<file path="src/rtl/iir_pkg.sv">
// Shared constants and sample type for the IIR filter datapath and its output buffer.
package iir_pkg;

    localparam int NB        = 12;
    localparam int DW        = NB + 1;
    localparam int DEPTH_DEF = 8;
    localparam int AW_DEF    = 3;
    localparam int DCW_DEF   = 8;

    typedef logic signed [DW-1:0] sample_t;

endpackage

</file>
<file path="src/rtl/iir_fifo_mem.sv">
// Register-file storage for the output FIFO: one synchronous write port, one asynchronous read port.
module iir_fifo_mem
    import iir_pkg::*;
#(
    parameter int WIDTH = iir_pkg::DW,
    parameter int DEPTH = iir_pkg::DEPTH_DEF,
    parameter int AW    = iir_pkg::AW_DEF
) (
    input  logic             clk,
    input  logic             we_i,
    input  logic [AW-1:0]    waddr_i,
    input  logic [WIDTH-1:0] wdata_i,
    input  logic [AW-1:0]    raddr_i,
    output logic [WIDTH-1:0] rdata_o
);

    logic [WIDTH-1:0] mem_q [DEPTH];

    // Storage is deliberately not reset; the pointers alone define which entries are valid.
    always_ff @(posedge clk) begin
        if (we_i) begin
            mem_q[waddr_i] <= wdata_i;
        end
    end

    assign rdata_o = mem_q[raddr_i];

endmodule

</file>
<file path="src/rtl/iir_out_fifo.sv">
// Show-ahead output FIFO behind iir_filter with a valid/ready consumer side and overflow accounting.
module iir_out_fifo
    import iir_pkg::*;
#(
    parameter int NB    = iir_pkg::NB,
    parameter int DEPTH = iir_pkg::DEPTH_DEF,
    parameter int AW    = iir_pkg::AW_DEF,
    parameter int DCW   = iir_pkg::DCW_DEF
) (
    input  logic           clk,
    input  logic           rst,
    input  logic           vIn,
    input  logic [NB:0]    dIn,
    input  logic           rdy,
    input  logic           clr,
    output logic           vOut,
    output logic [NB:0]    dOut,
    output logic           full,
    output logic           empty,
    output logic [AW:0]    count,
    output logic           ovf,
    output logic [DCW-1:0] drop_cnt
);

    localparam logic [AW:0] CNT_FULL = (AW + 1)'(DEPTH);

    logic [AW-1:0]  wrPtr_q, wrPtr_d;
    logic [AW-1:0]  rdPtr_q, rdPtr_d;
    logic [AW:0]    count_q, count_d;
    logic           ovf_q, ovf_d;
    logic [DCW-1:0] dropCnt_q, dropCnt_d;
    logic [NB:0]    rdData;
    logic           pop;
    logic           pushOk;
    logic           drop;

    assign full   = (count_q == CNT_FULL);
    assign empty  = (count_q == '0);
    assign vOut   = !empty;
    assign pop    = vOut && rdy;
    // A full FIFO still accepts a sample when the head leaves in the same cycle.
    assign pushOk = vIn && (!full || pop);
    assign drop   = vIn && full && !pop;

    iir_fifo_mem #(
        .WIDTH (NB + 1),
        .DEPTH (DEPTH),
        .AW    (AW)
    ) u_mem (
        .clk     (clk),
        .we_i    (pushOk),
        .waddr_i (wrPtr_q),
        .wdata_i (dIn),
        .raddr_i (rdPtr_q),
        .rdata_o (rdData)
    );

    always_comb begin
        wrPtr_d = wrPtr_q;
        rdPtr_d = rdPtr_q;
        count_d = count_q;
        if (pushOk) begin
            wrPtr_d = wrPtr_q + 1'b1;
        end
        if (pop) begin
            rdPtr_d = rdPtr_q + 1'b1;
        end
        unique case ({pushOk, pop})
            2'b10:   count_d = count_q + 1'b1;
            2'b01:   count_d = count_q - 1'b1;
            default: count_d = count_q;
        endcase
    end

    // clr wins over a simultaneous drop, so that sample is never counted.
    always_comb begin
        ovf_d     = ovf_q;
        dropCnt_d = dropCnt_q;
        if (clr) begin
            ovf_d     = 1'b0;
            dropCnt_d = '0;
        end else if (drop) begin
            ovf_d = 1'b1;
            if (dropCnt_q != '1) begin
                dropCnt_d = dropCnt_q + 1'b1;
            end
        end
    end

    always_ff @(posedge clk or posedge rst) begin
        if (rst) begin
            wrPtr_q   <= '0;
            rdPtr_q   <= '0;
            count_q   <= '0;
            ovf_q     <= 1'b0;
            dropCnt_q <= '0;
        end else begin
            wrPtr_q   <= wrPtr_d;
            rdPtr_q   <= rdPtr_d;
            count_q   <= count_d;
            ovf_q     <= ovf_d;
            dropCnt_q <= dropCnt_d;
        end
    end

    assign dOut     = empty ? '0 : rdData;
    assign count    = count_q;
    assign ovf      = ovf_q;
    assign drop_cnt = dropCnt_q;

endmodule

</file>
<file path="config.mk">
export PLATFORM = sky130hd
export DESIGN_NAME = iir_out_fifo
export DESIGN_NICKNAME = d
export VERILOG_FILES = /design/src/rtl/iir_pkg.sv /design/src/rtl/iir_fifo_mem.sv /design/src/rtl/iir_out_fifo.sv
export SDC_FILE = /design/constraint.sdc
export NUM_CORES = 1
export LEC_CHECK = 0
export ABC_AREA = 1
export ABC_CLOCK_PERIOD_IN_PS = 4180
export CORE_ASPECT_RATIO = 1.4
export CORE_MARGIN = 8
export CORE_UTILIZATION = 55
export CTS_CLUSTER_DIAMETER = 50
export CTS_CLUSTER_SIZE = 20
export DETAILED_ROUTE_END_ITERATION = 10
export GPL_TIMING_DRIVEN = 0
export PLACE_DENSITY = 0.88
export SLEW_MARGIN = 5
export SYNTH_ARGS = -nofsm -noshare
export SYNTH_HDL_FRONTEND = slang
export SYNTH_SLANG_ARGS = --single-unit
</file>
<file path="constraint.sdc">
create_clock -name clk -period 4.18 [get_ports clk]
set_input_delay 0.418 -clock clk [delete_from_list [all_inputs] [get_ports clk]]
set_output_delay 0.418 -clock clk [all_outputs]
set_load 0.03 [all_outputs]
</file>
# [Word-level counts from Yosys, hierarchy flattened]
# Memories as Yosys holds them, arrays and structs flattened.
# Index checks and enable logic that the tools add are counted.
# W data, S select, Z words.
[word_totals] register_bits=19 ramBits=104 in_bits=18 output_inout_bits=29 elab_cells=37 memories=1
[op_classes] addsub=5 eq_ne=4 mux=9 n_reduce_logical=13
[memory_table] memory="u_mem.mem_q" words=8 width=13 read_ports=1 rd_clocked_by_memory_dff=0 write_ports=1 line_no="iir_fifo_mem.sv:17" text="logic [WIDTH-1:0] mem_q [DEPTH];"
[ops] cell="$mux W8" n=3
[ops] cell="$mux W13" n=1
[ops] cell="$add A8 B1 Y8 const B" n=1
[ops] cell="$ne A8 B8 Y1 const B" n=1
[ops] cell="$pmux W4 S2" n=1
[ops] cell="$add A3 B1 Y3 const B" n=2
[ops] cell="$reduce_bool A2 Y1" n=3
[ops] cell="$add A4 B1 Y4 const B" n=1
[ops] cell="$eq A4 B4 Y1 const B" n=1
[ops] cell="$logic_and A1 B1 Y1" n=4
[ops] cell="$logic_not A4 Y1" n=1
[ops] cell="$mux W1" n=4
[ops] cell="$sub A4 B1 Y4 const B" n=1
[ops] cell="$logic_not A1 Y1" n=3
[ops] cell="$eq A2 B1 Y1 const B" n=1
[ops] cell="$eq A2 B2 Y1 const B" n=1
[ops] cell="$reduce_and A2 Y1" n=1
[ops] cell="$logic_or A1 B1 Y1" n=1

# [Longest topological paths before layout]
[logic_depth] ltp_word=7 mapped_depth=12 depth_no_buf=12

# [Cells and area by module]
# A second synthesis with hierarchy kept.
[unflattened] hier_cells=629 area_unflattened_um2=5851.9
[modules_own_cells] mod="iir_fifo_mem" instances=1 cells_each=467 area_per_inst_um2=4631.9 seq_area_each_um2=3123.0
[modules_own_cells] mod="iir_out_fifo" instances=1 cells_each=162 area_per_inst_um2=1219.9 seq_area_each_um2=475.5

# [Least setup slack after synthesis]
# OpenSTA, ideal clock, no wires.
[synth_timing] kind="reg2out" from="reg count_q[0], in the netlist count[0]" to="out dOut[10]" arrival_ps=1918 required_time_ps=3762 setup_slack_ps=1844 stages_incl_launch_ff=6 n_path_buf=1 path_cell_list="dfrtp_1 -> nor2_1 -> nand2_2 -> clkbuf_1 -> o21ai_0 -> nor2_1"
[synth_between] elab_chain_len=2
[synth_lines] element="start, declared" line_no="iir_out_fifo.sv:29" text="logic [AW:0] count_q, count_d;"
[synth_lines] element="start signal, assigned" line_no="iir_out_fifo.sv:100" text="count_q <= count_d;"
[synth_lines] element="$logic_not A4 Y1" line_no="iir_out_fifo.sv:38" text="assign empty = (count_q == '0);"
[synth_lines] element="$mux W13" line_no="iir_out_fifo.sv:106" text="assign dOut = empty ? '0 : rdData;"
[synth_lines] element="end, declared" line_no="iir_out_fifo.sv:17" text="output logic [NB:0] dOut,"
# No other way between the ends.

# [Worst setup path after layout]
[layout_timing] from="reg rdPtr_q[1]" to="out dOut[9]"
[layout_between] elab_chain_len=2
[layout_lines] element="start, declared" line_no="iir_out_fifo.sv:28" text="logic [AW-1:0] rdPtr_q, rdPtr_d;"
[layout_lines] element="start signal, assigned" line_no="iir_out_fifo.sv:99" text="rdPtr_q <= rdPtr_d;"
[layout_lines] element="$mem_v2 Z8 W13"
[layout_lines] element="$mux W13" line_no="iir_out_fifo.sv:106"
# No other way between the ends.

==> flow_metrics.tcl <==
set metrics [dict create \
    worst_path_largest_cell_delay_ns 0.70 \
    powerDensity_mw_per_mm2 810.1 \
    worst_clock_skew_ns 0.004423 \
    cts_buffer_depth 2 \
    nets 536 \
    die_h_um 131.0 \
    slew_headroom_pct 10.91 \
    p_leak_uw 0.002378 \
    htreeDepth 4 \
    floorplan.die_area_mm2 0.01286 \
    netlist_top_cells_count "nor2_1, edfxtp_1, nand2_1" \
    min-delay-path-class "primary input to flop" \
    critPathLaunchType "flop" \
    seq_power_share_pct 30.9 \
    min_period_over_period_pct 82.02 \
    timing.final.setup_violations 0 \
    critPathKind "flop to output port" \
    clk_latency_ns 0.41 \
    clk_root_buffer_cell "clkbuf_16" \
    syn2layout_area_growth_pct 24.48 \
    grt_start_max_net_pins 20 \
    synthesis.area_per_instance_um2 11.55 \
    timing.critical_path.required_ns 3.76 \
    drtAntennaViolNets 0 \
    synth-seq-cells 123 \
    vias 3816 \
    synth-seq-area-share_pct 69.22 \
    grt_overflow_total 0 \
    internal_power_uw 3288 \
    cts.reportedPaths.clkPinSlew_ns 0.06 \
    r2r_setup_slk_ns 1.72 \
    drtPass1Iterations 5 \
    cts-buffers-inserted 17 \
    fin_crit_ns 3.428 \
    critical-path-slowest-cell "clkdlybuf4s50_1" \
    yosysUniqueCellTypes 27 \
    maxCapViolCount 0 \
    drt_iter0_drc 404 \
    route.final.wire_length_um 12830 \
    synth_top_area_share_pct 60.07 \
    io_buffers 45 \
    number_of_placement_rows 42 \
    setup-tns-final_ns 0 \
    instance_area_at_placement_mm2 0.005787 \
    grt_setup_unrepaired "no" \
    critical_path.cell_chain "clkbuf_1 > clkbuf_1 > o21ai_0 > o32ai_1 > o21ai_0 > nor2_1 > clkdlybuf4s50_1" \
    timing.critical_path.arrival_ns 3.01 \
    synth-edff-count 104 \
    timing.critical_path.to_type "output port" \
    final_max_slew_viol_count 0 \
    design.core.area_mm2 0.009354 \
    detailedPlacementHpwl_um 7978 \
    power.combinational.fraction_pct 37.5 \
    share_of_post_route_cells_with_drive_strength_above_1_pct 10.06 \
    first_pass_grt_wire_length_um 19910 \
    swShare_pct 37.29 \
    synth.yosys.warnings 0 \
    worst_ir_drop_vdd_uv 490.6 \
    grt_pass1_vias 3979 \
    critical_path_peak_fanout 10 \
    yosysTopAreaCell "edfxtp_1" \
    finish.instance_area_mm2 0.006471 \
    max_clock_freq_mhz 291.7 \
    max_slew.worst_pin.slew_ns 1.331 \
    net-switching-power_uw 1955 \
    netlist_top_cells_area "edfxtp_1, dfrtp_1, nor2_1" \
    gpl.final_weighted_congestion 0.8322 \
    antenna-diode-count 0 \
    timing.critical_path.max_delay_family "buffers and inverters" \
    vias_per_cell 5.991 \
    start_util_pct 55.58 \
    clock-sinks 123 \
    cts_setup_buffers 0 \
    avgRoutedWirePerCell_um 20.15 \
    syn_inst 450 \
    grt_antenna_before_repair 0 \
    yosysMostFrequentCell "nor2_1" \
    run_status "completed" \
    netlist_area_mm2 0.005199 \
    ioPinCount 47 \
    track_usage_pct 20.79 \
    clockPowerShare_pct 31.5 \
    timing.critical_path.buf_inv 3 \
    postSynth.asyncResetShare_pct 15.45 \
    mappedNetlistNets 472 \
    clock_tree_from_tritoncts "yes" \
    detail_route.drc_violations 0 \
    post_cts.resized_instances 0 \
    hold_violations 0 \
    chipWidth_um 98.17 \
    cts-hold-fix-buffers 0 \
    synth_flop_cell "edfxtp_1" \
]
==> power groups by stage <==
stage	Sequential, uW	Clock, uW	Combinational, uW
floorplan	1650	0	1170
global route	1630	1710	2100
detailed placement	1640	0	1920
CTS	1620	1660	1950
finish	1620	1650	1970
global placement	1630	0	1840
==> worst paths after layout <==
path                                  from                 to  cells past startpoint
worst max-delay path            rdPtr_q[1]            dOut[9]                      7
worst max register to register    count[3]  u_mem.mem_q[5][9]                      7
min in group asynchronous              rst                ovf                      2
max in group asynchronous              rst         rdPtr_q[2]                      2
worst min register to register         ovf                ovf                      2
worst min-delay path                   clr                ovf                      2
==> kinds of logic (layout without fill, tap and decap cells) <==
kind of cell             Yosys count  after routing  share of synthesized area [%]
AO/OA/AOI/OAI                     76             76                          9.531
buffers and inverters             48            125                          3.586
XOR/XNOR                          11             11                          1.853
flip-flops                       123            123                          69.22
AND/OR/NAND/NOR                  188            188                          14.85
adder cells (fa/ha/maj)            4              4                         0.9627
==> area by class of cell <==
class	instances	area (um^2)
Multi-Input combinational cell	279	1426
Buffer	21	85.08
Tap cell	110	137.6
Clock buffer	17	425.4
Inverter	27	101.3
Timing Repair Buffer	45	450.4
Clock inverter	15	246.5
Fill cell	632	2883
Sequential cell	123	3598
==> state kept, by name (all words and copies together) (netlist names) <==
signal       cells
u_mem.mem_q    104
drop_cnt         8
count            4
rdPtr_q          3
wrPtr_q          3
ovf              1
==> stage by stage <==
stage | utilization (%) | power (uW) | std cells | setup WS (ns) | hold slack (ns)
finish | 69.18 | 5243 | 637 | 0.7516 | 0.3710
global route | 69.18 | 5441 | 637 | 0.5847 | 0.3999
CTS | 69.05 | 5225 | 637 | 0.8199 | 0.3701
detailed placement | 61.86 | 3555 | 605 | 1.072 | 0.5189
global placement | 61.86 | 3471 | 605 | 1.169 | 0.5061
floorplan | - | 2823 | 450 | 1.844 | 0.3691
==> placed cells by master, fill, tap and decap left out, types with 4 or more instances in the layout <==
cell / n
nand4_1: 4
inv_1: 24
nand3_1: 7
xor2_1: 9
clkbuf_1: 14
dfrtp_1: 19
bufinv_16: 6
nand2_1: 47
clkinvlp_4: 4
edfxtp_1: 104
nor2_1: 117
buf_2: 5
ha_1: 4
o32ai_1: 26
clkbuf_16: 17
o21ai_0: 43
clkdlybuf4s50_1: 45
nor2_2: 5
==> layer usage <==
metal  routed length, um  share of wire [%]  up-vias  GRT usage, %
li1                    -                  -     1711             -
met1                4685                 37     1808         21.81
met2                6511                 51      254         36.30
met3                1168                9.1       43         5.992
met4                 468                3.6        0         13.33
met5                   0                  0        -             0
Note: power is estimated with default switching activity, not from simulation.
